## src/rtl/reg_pipe_chain.sv

```systemverilog
// Elastic register chain: DEPTH stages with per-stage valid bits, bubble collapsing and an
// occupancy count; PIPELINE=0 turns the block into a stateless combinational pass-through.
module reg_pipe_chain #(
    parameter int N        = 18,
    parameter int DEPTH    = 2,
    parameter int PIPELINE = 1
) (
    input  logic                         CLK,
    input  logic                         RST_N,
    input  logic                         CE,
    input  logic                         CLR,
    input  logic [N-1:0]                 D,
    input  logic                         IN_VALID,
    output logic                         IN_READY,
    output logic [N-1:0]                 Q,
    output logic                         OUT_VALID,
    input  logic                         OUT_READY,
    output logic [$clog2(DEPTH+1)-1:0]   OCC
);
    localparam int OW = $clog2(DEPTH+1);

    // Handshake: a word moves across a boundary on a rising edge where valid and ready are both
    // high; valid never waits on ready, ready may depend on the downstream ready (combinational).
    if (PIPELINE != 0) begin : g_pipe
        logic [DEPTH-1:0] valid_q, valid_d;
        logic [N-1:0]     data_q [DEPTH];
        logic [N-1:0]     data_d [DEPTH];
        logic [OW-1:0]    occ_q, occ_d;
        logic [DEPTH-1:0] rdy;
        logic             out_valid, out_xfer, in_ready, in_xfer;

        // rdy[i]: stage i can take a word this edge (it is empty, or its word moves on).
        always_comb begin
            logic r;
            out_valid = CE && valid_q[DEPTH-1];
            out_xfer  = out_valid && OUT_READY;
            r         = !valid_q[DEPTH-1] || out_xfer;
            rdy       = '0;
            rdy[DEPTH-1] = r;
            for (int i = DEPTH - 2; i >= 0; i--) begin
                r      = !valid_q[i] || r;
                rdy[i] = r;
            end
            in_ready = RST_N && CE && !CLR && rdy[0];
            in_xfer  = IN_VALID && in_ready;
        end

        always_comb begin
            valid_d = valid_q;
            data_d  = data_q;
            occ_d   = occ_q;
            if (CLR) begin
                valid_d = '0;
                for (int i = 0; i < DEPTH; i++) data_d[i] = '0;
                occ_d = '0;
            end else if (CE) begin
                if (rdy[0]) begin
                    valid_d[0] = in_xfer;
                    if (in_xfer) data_d[0] = D;
                end
                for (int i = 1; i < DEPTH; i++) begin
                    if (rdy[i]) begin
                        valid_d[i] = valid_q[i-1];
                        if (valid_q[i-1]) data_d[i] = data_q[i-1];
                    end
                end
                occ_d = occ_q + OW'(in_xfer) - OW'(out_xfer);
            end
        end

        always_ff @(posedge CLK or negedge RST_N) begin
            if (!RST_N) begin
                valid_q <= '0;
                for (int i = 0; i < DEPTH; i++) data_q[i] <= '0;
                occ_q <= '0;
            end else begin
                valid_q <= valid_d;
                data_q  <= data_d;
                occ_q   <= occ_d;
            end
        end

        assign IN_READY  = in_ready;
        assign OUT_VALID = out_valid;
        assign Q         = out_valid ? data_q[DEPTH-1] : '0;
        assign OCC       = occ_q;
    end else begin : g_bypass
        assign OUT_VALID = RST_N && CE && !CLR && IN_VALID;
        assign IN_READY  = RST_N && CE && !CLR && OUT_READY;
        assign Q         = OUT_VALID ? D : '0;
        assign OCC       = '0;
    end

endmodule
```

## config.mk

```make
export PLATFORM = sky130hd
export DESIGN_NAME = reg_pipe_chain
export DESIGN_NICKNAME = d
export VERILOG_FILES = /design/src/rtl/reg_pipe_chain.sv
export SDC_FILE = /design/constraint.sdc
export NUM_CORES = 1
export LEC_CHECK = 0
export ABC_AREA = 0
export CAP_MARGIN = 20
export CORE_UTILIZATION = 53
export CTS_CLUSTER_SIZE = 14
export DETAILED_ROUTE_END_ITERATION = 7
export GPL_TIMING_DRIVEN = 0
export MAX_ROUTING_LAYER = met4
export PLACE_DENSITY = 0.85
export RECOVER_POWER = 100
export SKIP_CTS_REPAIR_TIMING = 1
export SYNTH_ARGS = -nofsm -noshare
export SYNTH_HDL_FRONTEND = slang
export SYNTH_SLANG_ARGS = --single-unit
```

## constraint.sdc

```tcl
create_clock -name CLK -period 4.35 [get_ports CLK]
set_input_delay 1.0875 -clock CLK [delete_from_list [all_inputs] [get_ports CLK]]
set_output_delay 1.0875 -clock CLK [all_outputs]
set_load 0.05 [all_outputs]
```

==> impl_metrics.yaml <==
run_status:
  status: "complete, no violations"
cells_and_area:
  most-common-layout-cells: "dfrtp_1, dlygate4sd3_1, clkdlybuf4s50_1"
  fillCellCount: 238
  antenna_cells: 0
  layout_commonest_cell: "dfrtp_1"
  drive_gt1_share_pct: 13.2
  syn2layout_area_growth_pct: 27.8
  stdcell_count: 250
  num-nets-final: 229
power_and_ir_drop:
  clockPowerShare_pct: 37.6
  p_seq_share_pct: 53.3
  p_leak_uw: 0.00129
  p_per_area_nw_per_um2: 295
  combinationalPowerShare_pct: 9.1
  p_sw_share_pct: 21.7
  ir_drop_mv: 0.246
  p_sw_uw: 156
  internal-power_uw: 562
timing:
  setup_viol: 0
  hold_ws_ps: 491
  hold_viol: 0
  rsz0062_at_grt: "no"
  fin_worst_skew_ps: 9.07
  fin_ws_ps: 313
  min_period_ps: 4040
  fin_crit_sh_pct: 92.8
  slew_headroom_pct: 39.6
  final-max-slew-violation-count: 0
  tightestPinTransition_ps: 906
  max_freq_mhz: 248
worst_setup_path:
  rr_endpoint: "OCC[1]$_DFFE_PN0P_"
  reg2reg_from: "g_pipe.valid_q[1]$_DFFE_PN0P_"
  path_common_cell: "dlygate4sd3_1"
  crit_fanout: 4
  worstPathRequired_ps: 3260
  slowest_stage: "dlygate4sd3_1"
  critPathLaunchType: "input port"
  critPathTopFamily: "buffers and inverters"
  max_stage_delay_ps: 900
  worstSetupEndpointType: "output port"
  ff2ff_setup_slack_ps: 1520
  r2r.worst_path.cells: 11
  crit_type: "in2out"
  crit_path_cell_trace: "dlygate4sd3_1 -> and3b_1 -> nor3_1 -> dlygate4sd3_1"
  critPathBufInv: 2
  cp.arrival_ps: 2950
cts:
  cts.sinks: 40
  cts_root_buffer: "clkbuf_4"
  cts_tree: "yes"
  worst_skew_pair.late_latency_ps: 360
  cts_buffers: 5
  clkTransAtPathRegs_ps: 110
  clock_path_buffers: 2
  h-tree-depth: 2
synth:
  synth_area_um2: 1910
  netlist_instances: 153
  syn_nets: 179
  ys_seq_area_share_pct: 52.5
  syn_area_per_cell_um2: 12.5
  synth-seq-cells: 40
  yosysTopAreaCellShare_pct: 52.5
  yosysTopAreaCell: "dfrtp_1"
  synth_area_leaders: "dfrtp_1, a22o_1, mux2_4, and3_1, nor2b_1"
  synthDistinctLibCells: 31
  yosys_warnings: 0
floorplan:
  rows: 21
  fp.dieH_um: 62.0
  die_area_um2: 3840
  io_pins: 46
  start_util_pct: 56.2
  coreArea_um2: 3390
  die_w_um: 62.0
route:
  routed_wl_um: 4140
  vias: 1387
  ant_nets: 0
  drc: 0
  post_drt_via_cell_ratio: 5.55
  first_pass_iters: 4
  drtIter0Drc: 61
  wl_per_cell_um: 16.6
place:
  hpwl_um: 2860
  placedCellCount: 242
  place_worst_setup_slack_ps: 366
  port_buffers: 43
  gp_congestion: 0.779
grt:
  grt_pass1_vias: 1361
  grt_pass1_wl_um: 6530
  grt_max_degree: 43
  antenna_found_initial: 0
  grt-ovfl-total: 0
  grt_use_total_pct: 25.5
min_path:
  min_path_type: "reg2reg"
  hold_path.startpoint: "g_pipe.data_q[19]$_DFFE_PN0P_"
  whs_path_depth: 1
  min_to: "g_pipe.data_q[1]$_DFFE_PN0P_"
job:
  maxCapViolCount: 0
## metal layers
| metal | global-route usage (%) | up-vias | wire length (um) |
|---|---|---|---|
| met5 | - | - | 0 |
| met4 | 8.89 | 0 | 46 |
| met3 | 7.45 | 7 | 175 |
| met2 | 39.4 | 33 | 2130 |
| met1 | 32.1 | 708 | 1790 |
| li1 | - | 639 | - |
## how the worst max path moves through the flow
stage	startpoint	endpoint	depth (start not counted)
4_1_cts	RST_N	IN_READY	4
2_1_floorplan	CLR	IN_READY	3
6_report	OUT_READY	IN_READY	4
3_3_place_gp	RST_N	IN_READY	4
3_5_place_dp	RST_N	IN_READY	4
5_1_grt	RST_N	IN_READY	4
## through the flow
stage	util, %	TNS [ps]	cell area [um^2]	total power, uW
after detailed placement	70.5	0	2390	460
after global routing	71.8	0	2430	745
after global placement	70.6	-1020	2390	457
final	71.8	0	2430	719
after CTS	73.3	0	2480	731
after floorplan	-	0	1910	423
## final cells by class
cell class	instances	area (um^2)	area share, %
inverter	3	11.3	0.462
tap	46	57.6	2.36
buffer	13	71.3	2.93
sequential	40	1000	41.1
clock inverter	1	30.0	1.23
multi-input combinational	97	773	31.8
timing repair buffer	43	425	17.5
clock buffer	7	65.1	2.67
## flip-flops by register name (all words and copies together), names as in the netlist
name / flops
g_pipe.valid_q: 2
g_pipe.data_q: 36
OCC: 2
## cell usage after synthesis
cell      count
nand2_1       3
a22o_1       18
nand2b_1      1
mux2i_1       1
ha_1          2
buf_12        1
buf_4         1
nor3_4        1
dfrtp_1      40
a31o_2        1
xor2_1        1
a21oi_1       3
nor2b_1      18
and3_1       18
buf_2         4
nor2_1        2
nand3_1       1
inv_1         3
mux2_2        9
and3b_1       1
clkbuf_1      6
buf_6         1
nand2_4       1
and3_2        1
nor4b_2       1
o21ba_1       1
o21ai_0       1
nor3_1        1
and2_1        1
and2b_4       1
mux2_4        9
## power by group through the flow
stage	Combinational [uW]	Clock (uW)	Sequential, uW
2_1_floorplan	33.0	0	390
3_3_place_gp	67.7	0	390
3_5_place_dp	70.2	0	390
4_1_cts	70.9	277	383
5_1_grt	71.3	290	384
6_report	65.5	270	383
## cell families (layout without fill, tap and decap cells)
group / Yosys count / in the layout / share of synthesized area, %
simple gates: 51 / 51 / 17.6
mux: 19 / 19 / 12.9
fa+ha+maj: 2 / 2 / 1.31
compound gates: 24 / 24 / 10.3
buf+inv: 16 / 67 / 4.86
xor+xnor: 1 / 1 / 0.460
flops: 40 / 40 / 52.5
(Power assumes the default switching activity.)
